[config.mk]
export PLATFORM = sky130hd
export DESIGN_NAME = uvc_pll_reset_seq_flat
export DESIGN_NICKNAME = d
export VERILOG_FILES = /design/src/rtl/uvc_clk_pkg.sv /design/src/rtl/uvc_pll_reset_seq_if.sv /design/src/rtl/uvc_bit_sync.sv /design/src/rtl/uvc_pll_reset_seq.sv /design/src/flat_wrapper.sv
export SDC_FILE = /design/constraint.sdc
export NUM_CORES = 1
export LEC_CHECK = 0
export CORE_UTILIZATION = 45
export CTS_BUF_LIST = sky130_fd_sc_hd__clkbuf_8 sky130_fd_sc_hd__clkbuf_16
export CTS_CLUSTER_SIZE = 16
export DETAILED_ROUTE_END_ITERATION = 10
export PLACE_DENSITY = 0.76
export SYNTH_ARGS = -nofsm -noshare
export SYNTH_HDL_FRONTEND = slang
export SYNTH_SLANG_ARGS = --single-unit
export TNS_END_PERCENT = 100
[constraint.sdc]
create_clock -name clk -period 2.61 [get_ports clk]
set_input_delay 0.261 -clock clk [delete_from_list [all_inputs] [get_ports clk]]
set_output_delay 0.261 -clock clk [all_outputs]
set_load 0.02 [all_outputs]
[src/rtl/uvc_clk_pkg.sv]
// rtl/uvc_clk_pkg.sv - shared types, widths and default timings for the UVC PLL reset sequencer
package uvc_clk_pkg;

  typedef enum logic [2:0] {
    PLL_RST   = 3'd0,
    WAIT_LOCK = 3'd1,
    STABLE    = 3'd2,
    PHY_REL   = 3'd3,
    RUN       = 3'd4,
    FAULT     = 3'd5
  } seq_state_t;

  localparam int DEF_PLL_RST_CYCLES      = 24;
  localparam int DEF_LOCK_TIMEOUT_CYCLES = 240000;
  localparam int DEF_LOCK_STABLE_CYCLES  = 2400;
  localparam int DEF_PHY_TO_CORE_CYCLES  = 240;
  localparam int DEF_MAX_RETRIES         = 4;
  localparam int DEF_SYNC_STAGES         = 2;
  localparam int DEF_CNT_W               = 18;

  localparam int RETRY_W = 4;
  localparam int LOSS_W  = 8;

  typedef struct packed {
    logic pll_reset;
    logic phy_rst_n;
    logic core_rst_n;
    logic ready;
    logic fault;
  } seq_out_t;

  localparam seq_out_t RESET_OUTS = '{
    pll_reset:  1'b1,
    phy_rst_n:  1'b0,
    core_rst_n: 1'b0,
    ready:      1'b0,
    fault:      1'b0
  };

  // Output levels owned by each state; the top registers this for the next state.
  function automatic seq_out_t decode_outputs(seq_state_t s);
    seq_out_t o;
    o = RESET_OUTS;
    case (s)
      WAIT_LOCK, STABLE: o.pll_reset = 1'b0;
      PHY_REL: begin
        o.pll_reset = 1'b0;
        o.phy_rst_n = 1'b1;
      end
      RUN: begin
        o.pll_reset  = 1'b0;
        o.phy_rst_n  = 1'b1;
        o.core_rst_n = 1'b1;
        o.ready      = 1'b1;
      end
      FAULT: o.fault = 1'b1;
      default: o = RESET_OUTS;
    endcase
    return o;
  endfunction

endpackage

[src/rtl/uvc_pll_reset_seq_if.sv]
// rtl/uvc_pll_reset_seq_if.sv - lock input, relock request and reset/status outputs of the sequencer
interface uvc_pll_reset_seq_if;
  import uvc_clk_pkg::*;

  logic              pll_lock_i;
  logic              force_relock_i;
  logic              pll_reset_o;
  logic              phy_rst_n_o;
  logic              core_rst_n_o;
  logic              ready_o;
  logic              fault_o;
  logic [RETRY_W-1:0] retry_cnt_o;
  logic [LOSS_W-1:0]  lock_loss_cnt_o;

  modport master (
    input  pll_lock_i,
    input  force_relock_i,
    output pll_reset_o,
    output phy_rst_n_o,
    output core_rst_n_o,
    output ready_o,
    output fault_o,
    output retry_cnt_o,
    output lock_loss_cnt_o
  );

  modport slave (
    output pll_lock_i,
    output force_relock_i,
    input  pll_reset_o,
    input  phy_rst_n_o,
    input  core_rst_n_o,
    input  ready_o,
    input  fault_o,
    input  retry_cnt_o,
    input  lock_loss_cnt_o
  );

endinterface

[src/rtl/uvc_bit_sync.sv]
// rtl/uvc_bit_sync.sv - multi-flop synchronizer for a single asynchronous level, clears to 0
module uvc_bit_sync #(
  parameter int STAGES = 2
) (
  input  logic clk,
  input  logic rst_n,
  input  logic d,
  output logic q
);

  logic [STAGES-1:0] chain;

  always_ff @(posedge clk or negedge rst_n) begin
    if (!rst_n) begin
      chain <= '0;
    end else begin
      chain <= {chain[STAGES-2:0], d};
    end
  end

  assign q = chain[STAGES-1];

endmodule

[src/rtl/uvc_pll_reset_seq.sv]
// rtl/uvc_pll_reset_seq.sv - PLL reset/lock sequencer releasing USB PHY then UVC core resets
// Optional lock-loss counter enabled by defining UVC_LOCK_LOSS_CNT_EN.
module uvc_pll_reset_seq
  import uvc_clk_pkg::*;
#(
  parameter int PLL_RST_CYCLES      = DEF_PLL_RST_CYCLES,
  parameter int LOCK_TIMEOUT_CYCLES = DEF_LOCK_TIMEOUT_CYCLES,
  parameter int LOCK_STABLE_CYCLES  = DEF_LOCK_STABLE_CYCLES,
  parameter int PHY_TO_CORE_CYCLES  = DEF_PHY_TO_CORE_CYCLES,
  parameter int MAX_RETRIES         = DEF_MAX_RETRIES,
  parameter int SYNC_STAGES         = DEF_SYNC_STAGES,
  parameter int CNT_W               = DEF_CNT_W
) (
  input  logic                clk,
  input  logic                rst_n,
  uvc_pll_reset_seq_if.master bus
);

  localparam logic [CNT_W-1:0]   RST_LAST    = CNT_W'(PLL_RST_CYCLES - 1);
  localparam logic [CNT_W-1:0]   TO_LAST     = CNT_W'(LOCK_TIMEOUT_CYCLES - 1);
  localparam logic [CNT_W-1:0]   STB_LAST    = CNT_W'(LOCK_STABLE_CYCLES - 1);
  localparam logic [CNT_W-1:0]   P2C_LAST    = CNT_W'(PHY_TO_CORE_CYCLES - 1);
  localparam logic [RETRY_W-1:0] RETRY_LIMIT = RETRY_W'(MAX_RETRIES);

  logic               lock_s;
  seq_state_t         state_q, state_nxt;
  logic [CNT_W-1:0]   cnt_q, cnt_nxt;
  logic [RETRY_W-1:0] retry_q, retry_nxt;
  seq_out_t           out_q;
  logic               loss_event;

  uvc_bit_sync #(
    .STAGES(SYNC_STAGES)
  ) u_lock_sync (
    .clk  (clk),
    .rst_n(rst_n),
    .d    (bus.pll_lock_i),
    .q    (lock_s)
  );

  always_comb begin
    state_nxt  = state_q;
    cnt_nxt    = cnt_q;
    retry_nxt  = retry_q;
    loss_event = 1'b0;
    if (bus.force_relock_i && (state_q != PLL_RST)) begin
      // A force wins over a simultaneous lock loss, so it is never counted as one.
      state_nxt = PLL_RST;
      cnt_nxt   = '0;
      retry_nxt = '0;
    end else begin
      case (state_q)
        PLL_RST: begin
          if (cnt_q == RST_LAST) begin
            state_nxt = WAIT_LOCK;
            cnt_nxt   = '0;
          end else begin
            cnt_nxt = cnt_q + CNT_W'(1);
          end
        end
        WAIT_LOCK: begin
          if (lock_s) begin
            // The edge that first sees lock already counts as the first stable high.
            state_nxt = (STB_LAST == '0) ? PHY_REL : STABLE;
            cnt_nxt   = (STB_LAST == '0) ? '0 : CNT_W'(1);
          end else if (cnt_q == TO_LAST) begin
            retry_nxt = retry_q + RETRY_W'(1);
            state_nxt = (retry_nxt == RETRY_LIMIT) ? FAULT : PLL_RST;
            cnt_nxt   = '0;
          end else begin
            cnt_nxt = cnt_q + CNT_W'(1);
          end
        end
        STABLE: begin
          if (!lock_s) begin
            state_nxt = WAIT_LOCK;
            cnt_nxt   = '0;
          end else if (cnt_q >= STB_LAST) begin
            state_nxt = PHY_REL;
            cnt_nxt   = '0;
          end else begin
            cnt_nxt = cnt_q + CNT_W'(1);
          end
        end
        PHY_REL: begin
          if (!lock_s) begin
            state_nxt = PLL_RST;
            cnt_nxt   = '0;
          end else if (cnt_q == P2C_LAST) begin
            state_nxt = RUN;
            cnt_nxt   = '0;
            retry_nxt = '0;
          end else begin
            cnt_nxt = cnt_q + CNT_W'(1);
          end
        end
        RUN: begin
          if (!lock_s) begin
            state_nxt  = PLL_RST;
            cnt_nxt    = '0;
            loss_event = 1'b1;
          end
        end
        FAULT: state_nxt = FAULT;
        default: begin
          state_nxt = PLL_RST;
          cnt_nxt   = '0;
        end
      endcase
    end
  end

  always_ff @(posedge clk or negedge rst_n) begin
    if (!rst_n) begin
      state_q <= PLL_RST;
      cnt_q   <= '0;
      retry_q <= '0;
      out_q   <= RESET_OUTS;
    end else begin
      state_q <= state_nxt;
      cnt_q   <= cnt_nxt;
      retry_q <= retry_nxt;
      out_q   <= decode_outputs(state_nxt);
    end
  end

  assign bus.pll_reset_o  = out_q.pll_reset;
  assign bus.phy_rst_n_o  = out_q.phy_rst_n;
  assign bus.core_rst_n_o = out_q.core_rst_n;
  assign bus.ready_o      = out_q.ready;
  assign bus.fault_o      = out_q.fault;
  assign bus.retry_cnt_o  = retry_q;

`ifdef UVC_LOCK_LOSS_CNT_EN
  logic [LOSS_W-1:0] loss_q;

  always_ff @(posedge clk or negedge rst_n) begin
    if (!rst_n) begin
      loss_q <= '0;
    end else if (loss_event && (loss_q != '1)) begin
      loss_q <= loss_q + LOSS_W'(1);
    end
  end

  assign bus.lock_loss_cnt_o = loss_q;
`else
  logic loss_event_unused;

  assign loss_event_unused   = loss_event;
  assign bus.lock_loss_cnt_o = '0;
`endif

endmodule
[src/flat_wrapper.sv]
// flat-port wrapper written by rule: the top's interface ports become plain ports
module uvc_pll_reset_seq_flat import uvc_clk_pkg::*;
#(
  parameter int PLL_RST_CYCLES      = DEF_PLL_RST_CYCLES,
  parameter int LOCK_TIMEOUT_CYCLES = DEF_LOCK_TIMEOUT_CYCLES,
  parameter int LOCK_STABLE_CYCLES  = DEF_LOCK_STABLE_CYCLES,
  parameter int PHY_TO_CORE_CYCLES  = DEF_PHY_TO_CORE_CYCLES,
  parameter int MAX_RETRIES         = DEF_MAX_RETRIES,
  parameter int SYNC_STAGES         = DEF_SYNC_STAGES,
  parameter int CNT_W               = DEF_CNT_W
)
  (clk, rst_n, bus_pll_lock_i, bus_force_relock_i, bus_pll_reset_o, bus_phy_rst_n_o, bus_core_rst_n_o, bus_ready_o, bus_fault_o, bus_retry_cnt_o, bus_lock_loss_cnt_o);
  uvc_pll_reset_seq_if bus_i ();
  input  logic clk;
  input  logic rst_n;
  input wire logic [$bits(bus_i.pll_lock_i)-1:0] bus_pll_lock_i;
  input wire logic [$bits(bus_i.force_relock_i)-1:0] bus_force_relock_i;
  output wire logic [$bits(bus_i.pll_reset_o)-1:0] bus_pll_reset_o;
  output wire logic [$bits(bus_i.phy_rst_n_o)-1:0] bus_phy_rst_n_o;
  output wire logic [$bits(bus_i.core_rst_n_o)-1:0] bus_core_rst_n_o;
  output wire logic [$bits(bus_i.ready_o)-1:0] bus_ready_o;
  output wire logic [$bits(bus_i.fault_o)-1:0] bus_fault_o;
  output wire logic [$bits(bus_i.retry_cnt_o)-1:0] bus_retry_cnt_o;
  output wire logic [$bits(bus_i.lock_loss_cnt_o)-1:0] bus_lock_loss_cnt_o;
  assign bus_i.pll_lock_i = bus_pll_lock_i;
  assign bus_i.force_relock_i = bus_force_relock_i;
  assign bus_pll_reset_o = bus_i.pll_reset_o;
  assign bus_phy_rst_n_o = bus_i.phy_rst_n_o;
  assign bus_core_rst_n_o = bus_i.core_rst_n_o;
  assign bus_ready_o = bus_i.ready_o;
  assign bus_fault_o = bus_i.fault_o;
  assign bus_retry_cnt_o = bus_i.retry_cnt_o;
  assign bus_lock_loss_cnt_o = bus_i.lock_loss_cnt_o;
  uvc_pll_reset_seq #(.PLL_RST_CYCLES(PLL_RST_CYCLES), .LOCK_TIMEOUT_CYCLES(LOCK_TIMEOUT_CYCLES), .LOCK_STABLE_CYCLES(LOCK_STABLE_CYCLES), .PHY_TO_CORE_CYCLES(PHY_TO_CORE_CYCLES), .MAX_RETRIES(MAX_RETRIES), .SYNC_STAGES(SYNC_STAGES), .CNT_W(CNT_W)) u_core (.clk(clk), .rst_n(rst_n), .bus(bus_i));
endmodule
# Word-level counts from Yosys, hierarchy flattened
# Cells that the tools add are included.
word_totals:
  inputBits: 4
  ff_bits: 32
  output_inout_bits: 17
classes:
  addsub: 2
  muxes: 31
  eq_ne: 20
  reduce_logical: 8
  n_lt_le_gt_ge: 1
ops:
  columns: ["operator", "n"]
  rows:
  - ["2-to-1 mux 18 bit", 9]
  - ["one-hot mux 18 bit (6 select lines)", 1]
  - ["2-to-1 mux 3 bit", 10]
  - ["2-to-1 mux 4 bit", 5]
  - ["adder 18 x 1 -> 18 bit (second input constant)", 1]
  - ["equality test 18 bit (second input constant)", 1]
  - ["equality test 18 x 5 -> 1 bit (second input constant)", 1]
  - ["equality test 18 x 8 -> 1 bit (second input constant)", 1]
  - ["greater-or-equal comparator 18 x 12 -> 1 bit (second input constant)", 1]
  - ["one-hot mux 3 bit (6 select lines)", 1]
  - ["equality test 3 x 2 -> 1 bit (second input constant)", 4]
  - ["equality test 3 bit (second input constant)", 4]
  - ["!= test 3 x 2 -> 1 bit (second input constant)", 3]
  - ["one-hot mux 4 bit (2 select lines)", 1]
  - ["equality test 3 x 1 -> 1 bit (second input constant)", 2]
  - ["!= test 3 x 1 -> 1 bit (second input constant)", 2]
  - ["nonzero test 3 bit", 2]
  - ["AND reduction 5 bit", 1]
  - ["adder 4 x 1 -> 4 bit (second input constant)", 1]
  - ["equality test 4 x 3 -> 1 bit (second input constant)", 1]
  - ["OR reduction 4 bit", 1]
  - ["zero test 3 bit", 1]
  - ["2-to-1 mux 1 bit", 3]
  - ["2-to-1 mux 2 bit", 1]
  - ["other kinds (4)", 4]

# Logic depth before layout (Yosys ltp)
depth:
  ltp_word: 10
  depth_mapped: 8
  depth_no_buf: 7

# By module
# A second synthesis with hierarchy kept.
unflattened:
  hier_cells: 217
  area_unflattened_um2: 1990.7
by_module_without_submodules:
  columns: ["module", "area_per_inst_um2", "instances", "cells_each", "seq_area_each_um2"]
  rows:
  - ["uvc_pll_reset_seq", 1940.6, 1, 215, 726.9]
  - ["uvc_bit_sync", 50.0, 1, 2, 50.0]

# Worst setup path after synthesis
# OpenSTA, ideal clock, no wires.
synth_path:
  kind: "flip-flop to flip-flop"
  start: "register u_core.cnt_q[12]"
  end: "register u_core.cnt_q[2]"
  t_arrival_ps: 2261
  n_path_buf: 2
  t_required_ps: 2485
  synth_period_minus_slack_ps: 2386
  slack_ps: 224
  stages_incl_launch_ff: 9
  setup_ps: 125
  path_cell_list: "dfrtp_1 -> buf_6 -> or4b_1 -> a221o_1 -> and3b_4 -> o41a_2 -> buf_2 -> a21oi_1 -> mux2i_1"
synth_via:
  elab_chain_cells: 5
synth_rtl:
  columns: ["element", "line_no", "source"]
  rows:
  - ["start, declared", "uvc_pll_reset_seq.sv:27", "logic [CNT_W-1:0] cnt_q, cnt_nxt;"]
  - ["start signal, assigned", "uvc_pll_reset_seq.sv:121", "cnt_q <= cnt_nxt;"]
  - ["greater-or-equal comparator 18 x 12 -> 1 bit, or another cell as far along", "uvc_pll_reset_seq.sv:78", "end else if (cnt_q >= STB_LAST) begin"]
  - ["2-to-1 mux 18 bit (on tied branches)", "uvc_pll_reset_seq.sv:78, uvc_pll_reset_seq.sv:66, uvc_pll_reset_seq.sv:89", null]
  - ["2-to-1 mux 18 bit (on tied branches)", "uvc_pll_reset_seq.sv:75, uvc_pll_reset_seq.sv:62, uvc_pll_reset_seq.sv:86", null]
  - ["one-hot mux 18 bit (6 select lines) *", "uvc_pll_reset_seq.sv:52", "case (state_q)"]
  - ["2-to-1 mux 18 bit *", "uvc_pll_reset_seq.sv:46", "if (bus.force_relock_i && (state_q != PLL_RST)) begin"]
# Mark *: on every way between the ends. The rest lies on a longest branch, timed or not.
# A chain may end at the register's enable or synchronous reset.

# Final worst setup path
layout_path:
  start: "register u_core.cnt_q[9]"
  end: "register u_core.cnt_q[5]"
# The elaborated chain is that of the path after synthesis.

==> impl_metrics.prom <==
# TYPE chip_impl_metric gauge
chip_impl_info{name="status",value="finished clean"} 1
chip_impl_info{name="timing.hold.worst.class",value="reg2reg"} 1
chip_impl_metric{name="die_area",unit="µm²"} 4790
chip_impl_metric{name="ys_warn_count",unit=""} 0
chip_impl_metric{name="dp_hpwl",unit="mm"} 2.96
chip_impl_metric{name="overall_global_routing_resource_usage",unit="%"} 18.6
chip_impl_metric{name="multi_input_comb_area",unit="µm²"} 1080
chip_impl_metric{name="fin_tns_setup",unit="ns"} 0
chip_impl_metric{name="final.setup_skew",unit="ns"} 0.00424
chip_impl_metric{name="final.period_utilization",unit="%"} 96.2
chip_impl_metric{name="antenna_violating_nets_post_route",unit=""} 0
chip_impl_metric{name="seq_area_frac_synth",unit="%"} 38.2
chip_impl_metric{name="critical_path.n_buffers_inverters",unit=""} 0
chip_impl_info{name="worst_setup_path_end_kind",value="flop"} 1
chip_impl_metric{name="pre_cts_slack",unit="ns"} 0.101
chip_impl_metric{name="vias",unit=""} 1680
chip_impl_info{name="crit-reg2reg-launch",value="u_core.cnt_q[9]"} 1
chip_impl_metric{name="io_pins",unit=""} 21
chip_impl_metric{name="wirelength",unit="mm"} 4.27
chip_impl_metric{name="register_area",unit="µm²"} 778
chip_impl_metric{name="r2r_setup_slack",unit="ns"} 0.1
chip_impl_metric{name="num_rows",unit=""} 24
chip_impl_info{name="crit_chain",value="or3_4, nor4_4, a21boi_2, o41a_2, a221o_1"} 1
chip_impl_metric{name="globalRoute.totalOverflow",unit=""} 0
chip_impl_metric{name="antenna_cells",unit=""} 0
chip_impl_metric{name="synth_area",unit="µm²"} 2030
chip_impl_metric{name="cts_made_buffers",unit=""} 5
chip_impl_metric{name="cts.sink_count",unit=""} 31
chip_impl_metric{name="maxSlewViolCount",unit=""} 0
chip_impl_metric{name="holdPathStages",unit=""} 0
chip_impl_metric{name="actual_slew_at_the_worst_max_slew_pin",unit="ns"} 0.515
chip_impl_metric{name="standard_cell_core_area",unit="µm²"} 4350
chip_impl_metric{name="period_needed",unit="ns"} 2.51
chip_impl_metric{name="timing.reg2reg.worst_path_depth",unit=""} 5
chip_impl_metric{name="ys_seq_elements",unit=""} 31
chip_impl_info{name="rr_endpoint",value="u_core.cnt_q[5]"} 1
chip_impl_metric{name="setup_violations",unit=""} 0
chip_impl_metric{name="arrival",unit="ns"} 2.68
chip_impl_info{name="most_common_library_cell_in_the_layout_ignoring_fill_and_taps",value="sky130_fd_sc_hd__dfrtp_1"} 1
chip_impl_metric{name="number_of_antenna_violations_at_the_first_check_in_global_routing",unit=""} 0
chip_impl_metric{name="wl_per_cell",unit="µm"} 14.8
chip_impl_metric{name="nFillCells",unit=""} 394
chip_impl_metric{name="synthArstFlopShare",unit="%"} 100
chip_impl_metric{name="post_cts.repair.setup_buffers",unit=""} 0
chip_impl_metric{name="synth.lib_cells_used.distinct",unit=""} 63
chip_impl_info{name="clock_tree.root_cell",value="sky130_fd_sc_hd__clkbuf_8"} 1
chip_impl_metric{name="crit_fanout",unit=""} 15
chip_impl_metric{name="finish.net_count",unit=""} 242
chip_impl_metric{name="insertion_delay",unit="ns"} 0.29
chip_impl_metric{name="setup_ws",unit="ns"} 0.0980
chip_impl_metric{name="drt_drc_violations_left",unit=""} 0
chip_impl_metric{name="fp.dieW",unit="µm"} 69.2
chip_impl_metric{name="first_global_vias",unit=""} 1548
chip_impl_metric{name="cpPeakStageDelay",unit="ns"} 0.67
chip_impl_info{name="ys_dominant_reg_cell",value="sky130_fd_sc_hd__dfrtp_1"} 1
chip_impl_metric{name="max_cap_violations",unit=""} 0
chip_impl_info{name="worstHoldEndpoint",value="u_core.u_lock_sync.chain[1]"} 1
chip_impl_metric{name="grt_max_degree",unit=""} 32
chip_impl_info{name="crit_family",value="compound AO/OA/AOI/OAI gates"} 1
chip_impl_metric{name="cts.path.max_buffers",unit=""} 2
chip_impl_metric{name="slew_headroom",unit="%"} 65.4
chip_impl_metric{name="layout_overhead_on_the_synthesized_area",unit="%"} 11.5
chip_impl_info{name="tritoncts_clock_tree",value="built"} 1
chip_impl_metric{name="clock.fmax",unit="MHz"} 398
chip_impl_metric{name="power.density",unit="nW/µm²"} 715
chip_impl_metric{name="dr.pass1.iters",unit=""} 4
chip_impl_info{name="cp_slowest_cell",value="sky130_fd_sc_hd__o41a_2"} 1
chip_impl_metric{name="place.gp.congestion",unit=""} 0.851
chip_impl_metric{name="postSynthCellCount",unit=""} 218
chip_impl_metric{name="layout-drive-gt1-share",unit="%"} 17.3
chip_impl_metric{name="portBuffers",unit=""} 12
chip_impl_info{name="launching_element_type_of_the_critical_path",value="flop"} 1
chip_impl_metric{name="initialDrtViolationCount",unit=""} 109
chip_impl_metric{name="worst_ep_required_time",unit="ns"} 2.78
chip_impl_metric{name="timing.final.hold_violations",unit=""} 0
chip_impl_metric{name="syn_avg_cell_area",unit="µm²"} 9.33
chip_impl_metric{name="grt_pass1_wl",unit="mm"} 7.21
chip_impl_metric{name="number_of_vias_per_cell_after_detailed_routing",unit=""} 5.81
chip_impl_metric{name="cts_h_tree_lvls",unit=""} 2
chip_impl_metric{name="clock_transition_at_the_register_clock_pins_on_the_worst_setup_and_hold_paths_after_cts",unit="ns"} 0.06
chip_impl_metric{name="floorplan.initialDensity",unit="%"} 46.7
chip_impl_info{name="timing_worst_setup_path_type",value="reg2reg"} 1
chip_impl_metric{name="die_y",unit="µm"} 69.2
chip_impl_metric{name="power.static_leakage",unit="nW"} 0.937
chip_impl_info{name="hold_path.startpoint",value="u_core.u_lock_sync.chain[0]"} 1
chip_impl_metric{name="synth_edf_count",unit=""} 0
chip_impl_info{name="grt_setup_unrepaired",value="no"} 1
chip_impl_info{name="layout.cells.most_common_list",value="29 x sky130_fd_sc_hd__dfrtp_1, 17 x sky130_fd_sc_hd__nor2_1, 17 x sky130_fd_sc_hd__nand2_1"} 1
chip_impl_metric{name="irDropWorstVdd",unit="V"} 0.000328
[synthesized netlist by cell type, types with 4 or more instances]
| cell | count | area (µm²) |
|---|---|---|
| sky130_fd_sc_hd__o311ai_1 | 4 | 35.0 |
| sky130_fd_sc_hd__nor3_1 | 7 | 35.0 |
| sky130_fd_sc_hd__nand2_1 | 17 | 63.8 |
| sky130_fd_sc_hd__nor4_1 | 5 | 31.3 |
| sky130_fd_sc_hd__or3_1 | 7 | 43.8 |
| sky130_fd_sc_hd__dfrtp_1 | 30 | 751 |
| sky130_fd_sc_hd__o21ai_1 | 5 | 25.0 |
| sky130_fd_sc_hd__nor2_1 | 17 | 63.8 |
| sky130_fd_sc_hd__o21ai_0 | 7 | 35.0 |
| sky130_fd_sc_hd__a22o_1 | 4 | 35.0 |
| sky130_fd_sc_hd__nand4_1 | 5 | 31.3 |
| sky130_fd_sc_hd__a21oi_1 | 11 | 55.1 |
| sky130_fd_sc_hd__buf_4 | 10 | 75.1 |
| sky130_fd_sc_hd__inv_1 | 10 | 37.5 |
| sky130_fd_sc_hd__nand3_1 | 15 | 75.1 |
[metrics by stage]
step                      power (mW)  util [%]  instances  hold WS, ns  area (µm²)
after global placement          1.18      49.7        281        0.333        2160
final                           1.62      52.1        289        0.350        2270
after CTS                       1.62      52.0        289        0.353        2260
after floorplan                 1.08         -        225      -0.0346        2060
after global routing            1.71      52.1        289        0.370        2270
after detailed placement        1.20      49.7        281        0.335        2160
[sequential cells by signal, indices dropped and copies added, names as in the netlist]
signal,count
u_core.bus.retry_cnt_o,4
u_core.bus.fault_o,1
u_core.state_q,3
u_core.bus.core_rst_n_o,1
u_core.u_lock_sync.chain,2
u_core.cnt_q,18
u_core.bus.phy_rst_n_o,1
u_core.bus.pll_reset_o,1
[layout make-up]
class                      instances  share of cell area (%)
sequential                        31                    34.3
tap                               52                    2.87
multi-input combinational        165                    47.8
clock buffer                       7                    4.25
inverter                          10                    1.66
clock inverter                     1                   0.166
timing repair buffer              23                    8.94
[kinds of logic after synthesis]
| logic type | Yosys count | synth area share (%) |
|---|---|---|
| adder cells (fa/ha/maj) | 2 | 1.23 |
| flip-flops | 31 | 38.2 |
| AO/OA/AOI/OAI | 51 | 19.0 |
| XOR/XNOR | 4 | 1.72 |
| multiplexers | 2 | 1.05 |
| AND/OR/NAND/NOR | 98 | 28.7 |
| buffers and inverters | 29 | 9.91 |
| other | 1 | 0.184 |
[power breakdown]
| part | internal [mW] | total [mW] | leakage (nW) | switching, mW |
|---|---|---|---|---|
| logic | 0.245 | 0.590 | 0.465 | 0.346 |
| registers | 0.544 | 0.614 | 0.416 | 0.0698 |
| clock network | 0.236 | 0.416 | 0.0557 | 0.180 |
[how the worst max path moves through the flow]
stage                                start                endpoint  slack, ns  cells past startpoint
after floorplan           u_core.cnt_q[12]         u_core.cnt_q[2]       0.22                      8
after global placement    u_core.cnt_q[13]         u_core.cnt_q[5]       0.16                      5
after detailed placement  u_core.cnt_q[13]         u_core.cnt_q[5]       0.10                      5
after CTS                  u_core.cnt_q[0]  u_core.bus.phy_rst_n_o       0.10                      8
after global routing       u_core.cnt_q[0]  u_core.bus.phy_rst_n_o      0.003                      8
final                      u_core.cnt_q[9]         u_core.cnt_q[5]        0.1                      5
[per-layer routing]
| layer | up-vias | share of wire, % | track usage (%) |
|---|---|---|---|
| met4 | 0 | 0.82 | 6.35 |
| li1 | 823 | - | - |
| met3 | 5 | 4.6 | 3.63 |
| met2 | 34 | 48 | 29.8 |
| met1 | 818 | 47 | 25.2 |
| met5 | - | 0 | 0 |
[what timing repair did]
item                       CTS  global route
resized for setup            0             2
setup endpoints to repair    0             2
hold buffers                 0             0
No activity file was read; power rests on OpenSTA's default activity.
